--- config.mk ---
export PLATFORM = sky130hd
export DESIGN_NAME = quad_step_decoder
export DESIGN_NICKNAME = d
export VERILOG_FILES = /design/src/rtl/qdec_pkg.sv /design/src/rtl/qdec_in_cond.sv /design/src/rtl/quad_step_decoder.sv
export SDC_FILE = /design/constraint.sdc
export NUM_CORES = 1
export LEC_CHECK = 0
export CORE_AREA = 2 2 39 41
export DETAILED_ROUTE_END_ITERATION = 10
export DIE_AREA = 0 0 41 43
export GPL_TIMING_DRIVEN = 0
export PLACE_DENSITY_LB_ADDON = 0.15
export SYNTH_ARGS = -nofsm -noshare
export SYNTH_HDL_FRONTEND = slang
export SYNTH_SLANG_ARGS = --single-unit
--- constraint.sdc ---
create_clock -name clk -period 2.8 [get_ports clk]
set_clock_uncertainty 0.1 [all_clocks]
set_input_delay 0.56 -clock clk [delete_from_list [all_inputs] [get_ports clk]]
set_output_delay 0.56 -clock clk [all_outputs]
set_load 0.02 [all_outputs]
--- src/rtl/qdec_pkg.sv ---
// Shared types for the quadrature step decoder: A/B state encoding and step classification.
package qdec_pkg;

  typedef logic [1:0] ab_t;

  localparam ab_t AB_00 = 2'b00;
  localparam ab_t AB_10 = 2'b10;
  localparam ab_t AB_11 = 2'b11;
  localparam ab_t AB_01 = 2'b01;

  typedef enum logic [1:0] {UP, DOWN, NONE, ILLEGAL} dir_t;

  // Forward rotation walks 00 -> 10 -> 11 -> 01 -> 00 (A leads B).
  function automatic ab_t next_fwd(input ab_t s);
    ab_t r;
    case (s)
      AB_00:   r = AB_10;
      AB_10:   r = AB_11;
      AB_11:   r = AB_01;
      default: r = AB_00;
    endcase
    return r;
  endfunction

  function automatic dir_t step_dir(input ab_t prev, input ab_t cur);
    dir_t r;
    if (prev == cur)
      r = NONE;
    else if ((prev ^ cur) == 2'b11)
      r = ILLEGAL;
    else if (next_fwd(prev) == cur)
      r = UP;
    else
      r = DOWN;
    return r;
  endfunction

endpackage

--- src/rtl/qdec_in_cond.sv ---
// One encoder input channel: 2-FF synchronizer, plus a glitch filter when QDEC_FILTER_EN is defined.
module qdec_in_cond #(
  parameter int unsigned FILT_LEN = 3
) (
  input  logic clk,
  input  logic rst,
  input  logic i_pin,
  output logic o_level,
  output logic o_valid
);

  logic r_sync1;
  logic r_sync2;
  logic r_fill1;
  logic r_fill2;

  // r_fill tracks when the synchronizer holds a real pin sample rather than its reset zeros.
  always_ff @(posedge clk or posedge rst) begin
    if (rst) begin
      r_sync1 <= 1'b0;
      r_sync2 <= 1'b0;
      r_fill1 <= 1'b0;
      r_fill2 <= 1'b0;
    end else begin
      r_sync1 <= i_pin;
      r_sync2 <= r_sync1;
      r_fill1 <= 1'b1;
      r_fill2 <= r_fill1;
    end
  end

`ifdef QDEC_FILTER_EN
  localparam int unsigned CntW = $clog2(FILT_LEN + 1);
  localparam logic [CntW-1:0] CntLast = CntW'(FILT_LEN - 1);

  logic [CntW-1:0] r_cnt;
  logic            r_level;
  logic            r_primed;

  // The first filled sample is taken as-is; afterwards a new level needs FILT_LEN equal samples.
  always_ff @(posedge clk or posedge rst) begin
    if (rst) begin
      r_cnt    <= '0;
      r_level  <= 1'b0;
      r_primed <= 1'b0;
    end else if (!r_primed) begin
      r_cnt <= '0;
      if (r_fill2) begin
        r_level  <= r_sync2;
        r_primed <= 1'b1;
      end
    end else if (r_sync2 == r_level) begin
      r_cnt <= '0;
    end else if (r_cnt == CntLast) begin
      r_level <= r_sync2;
      r_cnt   <= '0;
    end else begin
      r_cnt <= r_cnt + 1'b1;
    end
  end

  assign o_level = r_level;
  assign o_valid = r_primed;
`else
  assign o_level = r_sync2;
  assign o_valid = r_fill2;
`endif

endmodule

--- src/rtl/quad_step_decoder.sv ---
// Quadrature A/B + index decoder producing load/countup/countdown pulses for the up/down counter.
// Optional glitch filter on every input is enabled by defining QDEC_FILTER_EN.
module quad_step_decoder
  import qdec_pkg::*;
#(
  parameter int unsigned N        = 3,
  parameter int unsigned HOME     = 0,
  parameter int unsigned FILT_LEN = 3
) (
  input  logic       clk,
  input  logic       rst,
  input  logic       a_in,
  input  logic       b_in,
  input  logic       idx_in,
  input  logic       clear,
  output logic       load,
  output logic [N:0] d,
  output logic       countup,
  output logic       countdown,
  output logic       err
);

  localparam logic [N:0] HomeVal = (N + 1)'(HOME);

  logic w_a;
  logic w_b;
  logic w_idx;
  logic w_aValid;
  logic w_bValid;
  logic w_idxValid;
  logic w_chValid;
  ab_t  w_cur;
  dir_t w_dir;
  logic w_idxRise;
  logic w_loadNext;
  logic w_upNext;
  logic w_downNext;
  logic w_errSet;

  ab_t  r_prev;
  logic r_idxPrev;
  logic r_valid;

  qdec_in_cond #(.FILT_LEN(FILT_LEN)) u_condA (
    .clk     (clk),
    .rst     (rst),
    .i_pin   (a_in),
    .o_level (w_a),
    .o_valid (w_aValid)
  );

  qdec_in_cond #(.FILT_LEN(FILT_LEN)) u_condB (
    .clk     (clk),
    .rst     (rst),
    .i_pin   (b_in),
    .o_level (w_b),
    .o_valid (w_bValid)
  );

  qdec_in_cond #(.FILT_LEN(FILT_LEN)) u_condIdx (
    .clk     (clk),
    .rst     (rst),
    .i_pin   (idx_in),
    .o_level (w_idx),
    .o_valid (w_idxValid)
  );

  assign w_chValid = w_aValid & w_bValid & w_idxValid;
  assign w_cur     = {w_a, w_b};
  assign w_dir     = step_dir(r_prev, w_cur);
  assign w_idxRise = w_idx & ~r_idxPrev;
  assign d         = HomeVal;

  // A load in the same cycle as a step swallows the step; the counter reloads anyway.
  always_comb begin
    w_loadNext = 1'b0;
    w_upNext   = 1'b0;
    w_downNext = 1'b0;
    w_errSet   = 1'b0;
    if (r_valid) begin
      w_loadNext = w_idxRise;
      w_errSet   = (w_dir == ILLEGAL);
      if (!w_idxRise) begin
        w_upNext   = (w_dir == UP);
        w_downNext = (w_dir == DOWN);
      end
    end
  end

  always_ff @(posedge clk or posedge rst) begin
    if (rst) begin
      load      <= 1'b0;
      countup   <= 1'b0;
      countdown <= 1'b0;
      err       <= 1'b0;
      r_prev    <= AB_00;
      r_idxPrev <= 1'b0;
      r_valid   <= 1'b0;
    end else begin
      load      <= w_loadNext;
      countup   <= w_upNext;
      countdown <= w_downNext;
      if (w_errSet)
        err <= 1'b1;
      else if (clear)
        err <= 1'b0;
      if (w_chValid) begin
        r_prev    <= w_cur;
        r_idxPrev <= w_idx;
        r_valid   <= 1'b1;
      end
    end
  end

endmodule
Yosys cells after proc, flatten, opt, wreduce, memory -nomap -nowiden
Index checks and enable logic that the tools add are counted.
{ "totals": {"register_bits": 16, "latch_bits": 0, "mem_bits_rw": 0, "romBits": 0, "input_bits": 6, "wordCells": 42, "mem_count": 0} }
{ "op_classes": {"addsub": 0, "multipliers": 0, "n_div": 0, "magnitude_cmp": 0, "n_eq_ne": 7, "n_shift": 0, "n_mux": 14, "n_bitwise": 3, "reduce_logical": 3} }
{ "ops": {"columns": ["cell", "n"], "rows": [
  ["$mux W1", 9],
  ["$eq A2 B2 Y1 const B", 4],
  ["$mux W2", 4],
  ["$pmux W2 S3", 1],
  ["$eq A2 B2 Y1", 2],
  ["$logic_not A2 Y1", 2],
  ["$eq A2 B1 Y1 const B", 1],
  ["$reduce_bool A2 Y1", 1],
  ["$xor A2 B2 Y2", 1],
  ["$and A1 B1 Y1", 1],
  ["$not A1 Y1", 1]
]} }

Depth between registers and ports, before layout
Gate-level depths: netlist (run 1).
{ "depth": {"ltp_word": 11, "depth_mapped": 4} }

Cells and area by module
Synthesis (run 1) repeated with hierarchy kept, for this count alone.
{ "unflattened": {"cells_unflattened": 54, "hier_area_um2": 737.0} }
{ "by_module_without_submodules": {"columns": ["mod", "instances", "cells_each", "area_per_inst_um2", "seq_area_each_um2"], "rows": [
  ["quad_step_decoder", 1, 36, 414.1, 200.2],
  ["qdec_in_cond", 3, 6, 107.6, 100.1]
]} }

Worst setup path before layout (run 1)
Ideal clock, no wire load.
{ "synth_timing": {"kind": "reg-to-reg", "startpoint": "register r_prev[0]", "endpoint": "register err", "setup_time_ns": 0.104, "t_arrival_ns": 1.138, "required_time_ns": 2.596, "setup_slack_ns": 1.458, "path_stages_with_launch": 5, "period_less_slack_ns": 1.342, "path_cell_list": "dfrtp_1 > xor2_1 > inv_1 > ha_1 > o41ai_2"} }
{ "synth_via": {"elab_chain_cells": 11, "elab_cells_between_ends": 17, "classes_between": "6 x eq/ne; 8 x mux; 1 x bitwise; 2 x reduce/logical"} }
{ "synth_lines": {"columns": ["item", "line", "source"], "rows": [
  ["start, declared", "quad_step_decoder.sv:40", "ab_t r_prev;"],
  ["start signal, assigned", "quad_step_decoder.sv:108", "r_prev <= w_cur;"],
  ["$eq A2 B2 Y1 / $logic_not A2 Y1 (equally long branches)", "qdec_pkg.sv:16", "case (s)"],
  ["$pmux W2 S3", "qdec_pkg.sv:16", null],
  ["$mux W2", "qdec_pkg.sv:29", "else if ((prev ^ cur) == 2'b11)"],
  ["$mux W2", "qdec_pkg.sv:27", "if (prev == cur)"],
  ["$eq A2 B2 Y1", "qdec_pkg.sv:31", "else if (next_fwd(prev) == cur)"],
  ["$mux W1", "qdec_pkg.sv:31", null],
  ["$mux W2", "qdec_pkg.sv:29", null],
  ["$mux W2 (*)", "qdec_pkg.sv:27", null],
  ["$eq A2 B2 Y1 (*)", "quad_step_decoder.sv:82", "w_errSet = (w_dir == ILLEGAL);"],
  ["$mux W1 (*)", "quad_step_decoder.sv:80", "if (r_valid) begin"],
  ["$mux W1 / $reduce_bool A2 Y1 (equally long branches)", null, null],
  ["end signal, assigned", "quad_step_decoder.sv:95", "err <= 1'b0;"],
  ["end signal, assigned", "quad_step_decoder.sv:104", "err <= 1'b1;"],
  ["end signal, assigned", "quad_step_decoder.sv:106", "err <= 1'b0;"],
  ["end, declared", "quad_step_decoder.sv:20", "output logic err"]
]} }
Every way passes the cells marked *; elsewhere a longest branch is shown, timed or not. The select of a mux whose other input is x is not followed.
A chain may end at the register's enable or synchronous reset.

Worst setup path after layout (run 1)
{ "layout_timing": {"startpoint": "register err", "endpoint": "output err"} }
No word-level cell between the ends.

==> metrics.yaml, run 1 <==
finish:
  final_nets: 69
  drive_above_1_share_pct: 22.0
  area_growth_pct: 23.4
  ff_latch_area_sq_um: 400
  fillCellCount: 135
  final_util_pct: 54.9
  antennaDiodeCount: 0
  stdcell_count: 75
  multi_input_area_sq_um: 181
yosys:
  ys_seq_area_share_pct: 65.0
  synth.top_cells.by_area: "dfrtp_1, mux2_2, buf_4"
  yosysUniqueCellTypes: 16
  ys_seq_elements: 16
  synth_ff_type: "dfrtp_1"
  yosys.area.top_type: "dfrtp_1"
  synth_area_sq_um: 616
  syn_inst: 44
  synth_top_cell_area_share_pct: 65.0
  avgSynthCellArea_sq_um: 14.0
  synth-warning-count: 0
  yosysMostFrequentCell: "dfrtp_1"
  synthTopCellsByCount: "dfrtp_1, buf_4, inv_1, mux2_2, xor2_1"
  synth_edf_count: 0
  async_reset_ff_share_pct: 100
timing:
  setup_viol: 0
  hold_viol: 0
  final_max_slew_viol_count: 0
  fmax_ghz: 0.534
  rsz0062_at_grt: "false"
  tightest_slew_ns: 0.590
  period_needed_ns: 1.87
  period_share_pct: 66.9
  setup_slack_ns: 0.927
  slew_headroom_pct: 60.6
  final.setup.tns_ns: 0
  holdWs_ns: 0.252
detailed_routing:
  routedWlPerCell_microns: 10.6
  dr.pass1.iters: 3
  wirelength_microns: 794
  first_iter_violations: 1
  route.detailed.drc: 0
  drtAntennaViolNets: 0
  detailroute.via_count: 332
  routed_via_density: 4.43
critical_path:
  crit_path_end_kind: "output port"
  cp_cell_sequence: "clkdlybuf4s50_1"
  crit_path_start_kind: "register"
  crit_type: "register to output port"
  cp.required_ns: 2.14
  slowest_delay_ns: 0.60
  cp_max_fo: 2
  path_delay_family: "buffers and inverters"
  worstRegToRegCells: 4
  arrival_ns: 1.21
  critPathSlowestCell: "clkdlybuf4s50_1"
  cp_num_cells: 1
  crit_buf_inv: 1
clocking:
  clock_latency_ns: 0.27
  cts_made_buffers: 3
  root_buffer: "clkbuf_4"
  cts_buffer_depth: 2
  clkTransAtPathRegs_ns: 0.08
  postCtsResizedCells: 0
  cts_tree: "built"
  cts_setup_buffers: 0
  hold_buffers: 0
  h-tree-depth: 1
  cts_sinks: 16
pwr:
  pwr-share-comb_pct: 22.6
  p_int_uw: 360
  powerDensity_mw_per_mm2: 644
  static-leakage-power_nw: 0.376
  vdd_ir_drop_max_mv: 0.330
  p_clk_share_pct: 23.2
  swShare_pct: 26.3
  switching_power_uw: 129
  p_seq_share_pct: 54.2
place:
  globalplace.congestion: 0.636
  placed_cells: 72
  pre_cts_slack_ns: 1.22
  dpl.hpwl_microns: 630
  numPortBuffers: 9
floorplanning:
  start_util_pct: 44.5
  rows: 14
  die_area_sq_mm: 0.00176
  core_area_sq_mm: 0.00138
  die_h_microns: 43
  ios: 14
  die_width_microns: 41
status:
  status: "completed"
global_route:
  track_usage_pct: 12.3
  antenna_found_initial: 0
  grt_overflow: 0
  grt_pass1_wl_microns: 1360
  grt_start_max_net_pins: 17
  grt_pass1_vias: 348
flow_run:
  maxCapViolCount: 0
hold_path:
  hold_depth: 0
  worstHoldPathType: "register to register"
[path summary, 6_finish.rpt]
path,start,end,slack (ns)
setup / recovery,err$_DFFE_PP0P_,err,0.93
hold / removal,u_condIdx.r_fill1$_DFF_PP0_,u_condIdx.o_valid$_DFF_PP0_,0.25
setup reg to reg,r_prev[0]$_DFFE_PP0P_,err$_DFFE_PP0P_,1.35
hold reg to reg,u_condIdx.r_fill1$_DFF_PP0_,u_condIdx.o_valid$_DFF_PP0_,0.25
max in group asynchronous,rst,err$_DFFE_PP0P_,1.67
min in group asynchronous,rst,r_prev[1]$_DFFE_PP0P_,0.54
[power groups by stage]
stage / clock [mW] / sequential (mW) / combinational, mW
after global routing: 0.130 / 0.269 / 0.121
after global placement: 0 / 0.269 / 0.110
final: 0.113 / 0.265 / 0.111
after CTS: 0.121 / 0.266 / 0.112
after detailed placement: 0 / 0.271 / 0.112
after floorplan: 0 / 0.286 / 0.0539
[kinds of logic after synthesis]
family,after synthesis,share of synthesized area (%)
AO/OA/AOI/OAI,2,4.27
XOR/XNOR,4,5.69
adder cells (fa/ha/maj),2,4.06
buffers and inverters,8,7.32
flip-flops,16,65.0
multiplexers,3,5.49
other,2,1.22
AND/OR/NAND/NOR,7,6.91
[sequential cells by signal (all words and copies together), names as in the netlist]
name and cells:
countdown 1, countup 1, err 1, load 1, r_idxPrev 1, r_prev 2, r_valid 1, u_condA.o_level 1
u_condA.r_sync1 1, u_condB.o_level 1, u_condB.r_sync1 1, u_condIdx.o_level 1, u_condIdx.o_valid 1, u_condIdx.r_fill1 1, u_condIdx.r_sync1 1
[metrics by stage]
stage | area (sq um) | total power [mW]
after floorplan | 627 | 0.340
after global placement | 737 | 0.379
after detailed placement | 737 | 0.383
after CTS | 759 | 0.499
after global routing | 759 | 0.520
final | 759 | 0.489
[layout by cell type (no fill, tap or decap), drive strengths merged]
master	n
clkbuf	3
nor2	1
o41ai	1
dfrtp	16
o21ba	1
buf	4
mux2	3
xnor2	1
nand2b	2
conb	5
or2	1
nor3	2
ha	2
inv	4
xor2	3
clkdlybuf4s50	9
nand3	1
[layer usage]
metal	vias up	wire (microns)	global-route usage, %
li1	159	-	-
met1	161	311	13.5
met2	12	424	18.8
met3	0	58	4.71
met4	0	0	8.00
met5	-	0	0
[layout make-up]
type / instances / share of cell area, %
Tap cell: 16 / 2.64
Clock buffer: 3 / 2.97
Inverter: 4 / 1.98
Buffer: 4 / 3.95
Multi-Input combinational cell: 23 / 23.9
Sequential cell: 16 / 52.7
Timing Repair Buffer: 9 / 11.9
No activity file was read; power rests on OpenSTA's default activity.
==> run 2, diff against run 1 <==
--- a/config.mk
+++ b/config.mk
@@ -5,9 +5,8 @@
 export SDC_FILE = /design/constraint.sdc
 export NUM_CORES = 1
 export LEC_CHECK = 0
-export CORE_AREA = 2 2 39 41
+export CORE_UTILIZATION = 46
 export DETAILED_ROUTE_END_ITERATION = 10
-export DIE_AREA = 0 0 41 43
 export GPL_TIMING_DRIVEN = 0
 export PLACE_DENSITY_LB_ADDON = 0.15
 export SYNTH_ARGS = -nofsm -noshare
==> constraint.sdc (replaced) <==
create_clock -name clk -period 1.8 [get_ports clk]
set_clock_uncertainty 0.1 [all_clocks]
set_input_delay 0.36 -clock clk [delete_from_list [all_inputs] [get_ports clk]]
set_output_delay 0.36 -clock clk [all_outputs]
set_load 0.02 [all_outputs]
==> metrics.yaml, run 2 (same netlist as run 1, synthesis figures left out) <==
pwr:
  p_clk_share_pct: 27.8  # was 23.2%
  p_int_uw: 606  # was 360 uW
  powerDensity_mw_per_mm2: 1050  # was 644 mW/mm^2
  swShare_pct: 25.2  # was 26.3%
  totalPowerFinal_uw: 811  # was 489 uW
  pwr-share-comb_pct: 21.2  # was 22.6%
  static-leakage-power_nw: 0.383  # was 0.376 nW
  switching_power_uw: 205  # was 129 uW
  vdd_ir_drop_max_mv: 0.569  # was 0.330 mV
  p_seq_share_pct: 51.0  # was 54.2%
clocking:
  root_buffer: "clkbuf_4"  # unchanged
  clock_latency_ns: 0.27  # about the same
  h-tree-depth: 1  # unchanged
  cts_buffer_depth: 2  # unchanged
  cts_made_buffers: 3  # unchanged
  clkTransAtPathRegs_ns: 0.08  # about the same
  cts_tree: "built"  # unchanged
  postCtsResizedCells: 0  # unchanged
  cts_sinks: 16  # unchanged
  cts_setup_buffers: 0  # unchanged
  hold_buffers: 0  # unchanged
timing:
  hold_viol: 0  # unchanged
  rsz0062_at_grt: "false"  # unchanged
  slew_headroom_pct: 62.3  # was 60.6%
  setup_viol: 0  # unchanged
  period_share_pct: 94.3
  final_max_slew_viol_count: 0  # unchanged
  fmax_ghz: 0.589
  period_needed_ns: 1.70
  tightest_slew_ns: 0.565  # was 0.590 ns
  final.setup.tns_ns: 0  # unchanged
critical_path:
  r2r_slack_ns: 0.36  # was 1.35 ns
  worstRegToRegCells: 4  # unchanged
  arrival_ns: 1.24  # was 1.21 ns
  r2r-start: "r_prev[0]$_DFFE_PP0P_"  # unchanged
  crit_type: "register to output port"  # unchanged
  timing.rr.end: "err$_DFFE_PP0P_"  # unchanged
  cp.required_ns: 1.34  # was 2.14 ns
  critPathSlowestCell: "clkdlybuf4s50_1"  # unchanged
  cp_max_fo: 2  # unchanged
  cp_cell_sequence: "clkdlybuf4s50_1"  # unchanged
  crit_path_end_kind: "output port"  # unchanged
  slowest_delay_ns: 0.60  # about the same
  path_delay_family: "buffers and inverters"  # unchanged
  crit_path_start_kind: "register"  # unchanged
  crit_buf_inv: 1  # unchanged
finish:
  ff_latch_area_sq_um: 400  # unchanged
  area_growth_pct: 25.2  # was 23.4%
  drive_above_1_share_pct: 23.3  # was 22.0%
  final_nets: 69  # unchanged
  final_util_pct: 65.8  # was 54.9%
  final_common_cell: "dfrtp_1"  # unchanged
  multi_input_area_sq_um: 181  # unchanged
  antennaDiodeCount: 0  # unchanged
  largest_reg_flops: 2  # unchanged
  regMostFlops: "r_prev"  # unchanged
  final_cell_area_sq_um: 771  # was 759 sq um
  final_cell_mix: "dfrtp_1, clkdlybuf4s50_1, conb_1, inv_1, buf_4"  # unchanged
  fillCellCount: 96  # was 135
status:
  status: "completed"  # unchanged
global_route:
  grt_overflow: 0  # unchanged
  track_usage_pct: 12.8  # was 12.3%
  antenna_found_initial: 0  # unchanged
  grt_pass1_vias: 341  # was 348
  grt_start_max_net_pins: 17  # unchanged
  grt_pass1_wl_microns: 1210  # was 1360 microns
detailed_routing:
  routed_via_density: 4.65  # was 4.43
  wirelength_microns: 747  # was 794 microns
  top_layer: "met4"  # was met3
  wl_met3_microns: 51  # was 58 microns
  met2_length_microns: 439  # was 424 microns
  routedWlPerCell_microns: 10.1  # was 10.6 microns
  route.detailed.drc: 0  # unchanged
  dr.pass1.iters: 2  # was 3
  first_iter_violations: 3  # was 1
  detailroute.via_count: 344  # was 332
  drtAntennaViolNets: 0  # unchanged
  wl_met1_microns: 252  # was 311 microns
floorplanning:
  core_area_sq_mm: 0.00117  # was 0.00138 sq mm
  die_area_sq_mm: 0.00149  # was 0.00176 sq mm
  rows: 12  # was 14
  ios: 14  # unchanged
  die_h_microns: 38.6  # was 43 microns
  die_width_microns: 38.6  # was 41 microns
  start_util_pct: 52.6  # was 44.5%
place:
  globalplace.congestion: 0.684  # was 0.636
  numPortBuffers: 9  # unchanged
  dpl.hpwl_microns: 617  # was 630 microns
  place_area_sq_um: 734  # was 737 sq um
hold_path:
  hold_depth: 0  # unchanged
  worstHoldPathType: "register to register"  # unchanged
  min_to: "u_condIdx.o_valid$_DFF_PP0_"  # unchanged
  hold_start: "u_condIdx.r_fill1$_DFF_PP0_"  # unchanged
flow_run:
  maxCapViolCount: 0  # unchanged
## run 2: cell types whose count changed in the layout (fill, tap and decap cells not counted)
cell | before | now
clkbuf_8 | 0 | 1
## run 2: layout make-up
class | instances | area share (%)
flip-flops and latches | 16 | 51.9
multi-input cells | 23 | 23.5
repair buffers | 9 | 11.7
clock buffers | 4 | 4.71
plain buffers | 4 | 3.90
well taps | 14 | 2.27
inverters | 4 | 1.95
## run 2: how the worst max path moves through the flow
stage,from,to,slack (ns),cells after the start
finish,err$_DFFE_PP0P_,err,0.10,1
global route,err$_DFFE_PP0P_,err,0.05,1
CTS,err$_DFFE_PP0P_,err,0.09,1
detailed placement,r_prev[1]$_DFFE_PP0P_,err$_DFFE_PP0P_,0.33,4
global placement,r_prev[0]$_DFFE_PP0P_,err$_DFFE_PP0P_,0.42,4
floorplan,r_prev[0]$_DFFE_PP0P_,err$_DFFE_PP0P_,0.46,4
## run 2: layer usage
layer / vias to the layer above / GRT usage [%]
met2: 16 / 27.9
met5: - / 0
met1: 167 / 9.45
li1: 159 / -
met4: 0 / 7.76
met3: 2 / 1.73
## run 2: per-stage QoR
| stage | instances | hold slack [ns] | worst slack [ns] |
|---|---|---|---|
| after CTS | 74 | 0.258 | 0.0889 |
| after detailed placement | 70 | 0.238 | 0.330 |
| after global placement | 70 | 0.235 | 0.420 |
| final | 74 | 0.255 | 0.103 |
| after floorplan | 47 | 0.174 | 0.458 |
| after global routing | 74 | 0.273 | 0.0539 |
## run 2: power groups by stage
stage               Combinational, mW  Sequential [mW]  Clock (mW)
floorplan                      0.0839            0.444           0
global placement                0.169            0.418           0
detailed placement              0.174            0.422           0
CTS                             0.174            0.415       0.233
global route                    0.186            0.417       0.253
finish                          0.172            0.414       0.225
==> run 3, diff against run 2 <==
--- a/config.mk
+++ b/config.mk
@@ -5,9 +5,11 @@
 export SDC_FILE = /design/constraint.sdc
 export NUM_CORES = 1
 export LEC_CHECK = 0
+export CORE_MARGIN = 4
 export CORE_UTILIZATION = 46
 export DETAILED_ROUTE_END_ITERATION = 10
 export GPL_TIMING_DRIVEN = 0
+export HOLD_SLACK_MARGIN = 0.1
 export PLACE_DENSITY_LB_ADDON = 0.15
 export SYNTH_ARGS = -nofsm -noshare
 export SYNTH_HDL_FRONTEND = slang
==> metrics.yaml, run 3 (same netlist as run 1, synthesis figures left out) <==
timing:
  setup_viol: 0  # unchanged
  fmax_ghz: 0.593  # was 0.589 GHz
  tightest_slew_ns: 0.558  # was 0.565 ns
  period_needed_ns: 1.69  # was 1.70 ns
  final.setup.tns_ns: 0  # unchanged
  period_share_pct: 93.7  # was 94.3%
  setup_slack_ns: 0.113  # was 0.103 ns
  final_max_slew_viol_count: 0  # unchanged
  slew_headroom_pct: 62.8  # was 62.3%
  rsz0062_at_grt: "false"  # unchanged
  hold_viol: 0  # unchanged
clocking:
  clock_latency_ns: 0.27  # about the same
  h-tree-depth: 1  # unchanged
  clkTransAtPathRegs_ns: 0.08  # about the same
  cts_made_buffers: 3  # unchanged
  hold_buffers: 0  # unchanged
  root_buffer: "clkbuf_4"  # unchanged
  cts_sinks: 16  # unchanged
  cts_setup_buffers: 0  # unchanged
  cts_buffer_depth: 2  # unchanged
  cts_tree: "built"  # unchanged
  postCtsResizedCells: 0  # unchanged
finish:
  area_growth_pct: 25.2  # unchanged
  ff_latch_area_sq_um: 400  # unchanged
  fillCellCount: 93  # was 96
  largest_reg_flops: 2  # unchanged
  antennaDiodeCount: 0  # unchanged
  final_nets: 69  # unchanged
  regMostFlops: "r_prev"  # unchanged
  final_common_cell: "dfrtp_1"  # unchanged
  drive_above_1_share_pct: 23.3  # unchanged
  final_cell_mix: "dfrtp_1, clkdlybuf4s50_1, conb_1, inv_1, buf_4"  # unchanged
  multi_input_area_sq_um: 181  # unchanged
global_route:
  grt_pass1_vias: 336  # was 341
  antenna_found_initial: 0  # unchanged
  track_usage_pct: 10.4  # was 12.8%
  grt_overflow: 0  # unchanged
  grt_start_max_net_pins: 17  # unchanged
  grt_pass1_wl_microns: 1400  # was 1210 microns
critical_path:
  slowest_delay_ns: 0.60  # about the same
  crit_type: "register to output port"  # unchanged
  crit_buf_inv: 1  # unchanged
  crit_path_start_kind: "register"  # unchanged
  critPathSlowestCell: "clkdlybuf4s50_1"  # unchanged
  cp_cell_sequence: "clkdlybuf4s50_1"  # unchanged
  path_delay_family: "buffers and inverters"  # unchanged
  arrival_ns: 1.23  # was 1.24 ns
  r2r_slack_ns: 0.38  # was 0.36 ns
  cp_max_fo: 2  # unchanged
  crit_path_end_kind: "output port"  # unchanged
  cp.required_ns: 1.34  # about the same
pwr:
  switching_power_uw: 202  # was 205 uW
  p_clk_share_pct: 27.5  # was 27.8%
  pwr-share-comb_pct: 21.3  # was 21.2%
  static-leakage-power_nw: 0.383  # unchanged
  p_seq_share_pct: 51.2  # was 51.0%
  powerDensity_mw_per_mm2: 1050  # about the same
  totalPowerFinal_uw: 809  # was 811 uW
  swShare_pct: 25.0  # was 25.2%
  p_int_uw: 606  # about the same
  vdd_ir_drop_max_mv: 0.548  # was 0.569 mV
place:
  numPortBuffers: 9  # unchanged
  pre_cts_slack_ns: 0.366  # was 0.330 ns
  dpl.hpwl_microns: 687  # was 617 microns
  globalplace.congestion: 0.623  # was 0.684
detailed_routing:
  route.detailed.drc: 0  # unchanged
  first_iter_violations: 3  # unchanged
  wirelength_microns: 824  # was 747 microns
  routed_via_density: 4.43  # was 4.65
  drtAntennaViolNets: 0  # unchanged
  dr.pass1.iters: 2  # unchanged
  detailroute.via_count: 328  # was 344
  routedWlPerCell_microns: 11.1  # was 10.1 microns
floorplanning:
  die_width_microns: 44.6  # was 38.6 microns
  ios: 14  # unchanged
  die_h_microns: 44.6  # was 38.6 microns
  core_area_sq_mm: 0.00119  # was 0.00117 sq mm
  die_area_sq_mm: 0.00199  # was 0.00149 sq mm
  rows: 12  # unchanged
  start_util_pct: 51.9  # was 52.6%
hold_path:
  worstHoldPathType: "register to register"  # unchanged
flow_run:
  maxCapViolCount: 0  # unchanged
status:
  status: "completed"  # unchanged
-- run 3: metal layers --
layer | wire length (microns) | GRT usage, %
met1 | 275 | 10.7
met2 | 457 | 17.2
met3 | 91 | 4.07
met4 | 0 | 7.23
met5 | 0 | 0
-- run 3: power groups by stage --
stage / combinational (mW) / sequential (mW) / clock [mW]
CTS: 0.175 / 0.415 / 0.233
global placement: 0.169 / 0.418 / 0
floorplan: 0.0839 / 0.444 / 0
detailed placement: 0.175 / 0.423 / 0
global route: 0.189 / 0.419 / 0.247
finish: 0.172 / 0.414 / 0.223
-- run 3: cell type report --
type	instances	area share, %
flip-flops and latches	16	51.9
multi-input cells	23	23.5
repair buffers	9	11.7
clock buffers	4	4.71
plain buffers	4	3.90
well taps	14	2.27
inverters	4	1.95
-- run 3: path summary, 6_finish.rpt --
check / startpoint / end / cells after the start
max in group asynchronous: rst / u_condA.r_sync1$_DFF_PP0_ / 2
max: err$_DFFE_PP0P_ / err / 1
max reg2reg: r_prev[0]$_DFFE_PP0P_ / err$_DFFE_PP0P_ / 4
min: u_condB.r_sync1$_DFF_PP0_ / u_condB.o_level$_DFF_PP0_ / 0
min in group asynchronous: rst / u_condA.o_level$_DFF_PP0_ / 2
min reg2reg: u_condB.r_sync1$_DFF_PP0_ / u_condB.o_level$_DFF_PP0_ / 0
-- run 3: through the flow --
stage          std cells  util [%]  hold WS [ns]  cell area (sq um)
5_1_grt               74      65.0         0.267                771
3_3_place_gp          70      61.9         0.233                734
3_5_place_dp          70      61.9         0.235                734
4_1_cts               74      65.0         0.254                771
6_report              74      65.0         0.253                771
2_1_floorplan         47         -         0.174                627
-- run 3: worst reg2reg max path: stages, from the launching register on --
cell and delay, ns:
dfrtp_1 0.41, xor2_1 0.21, inv_1 0.07, ha_1 0.23, o41ai_2 0.30
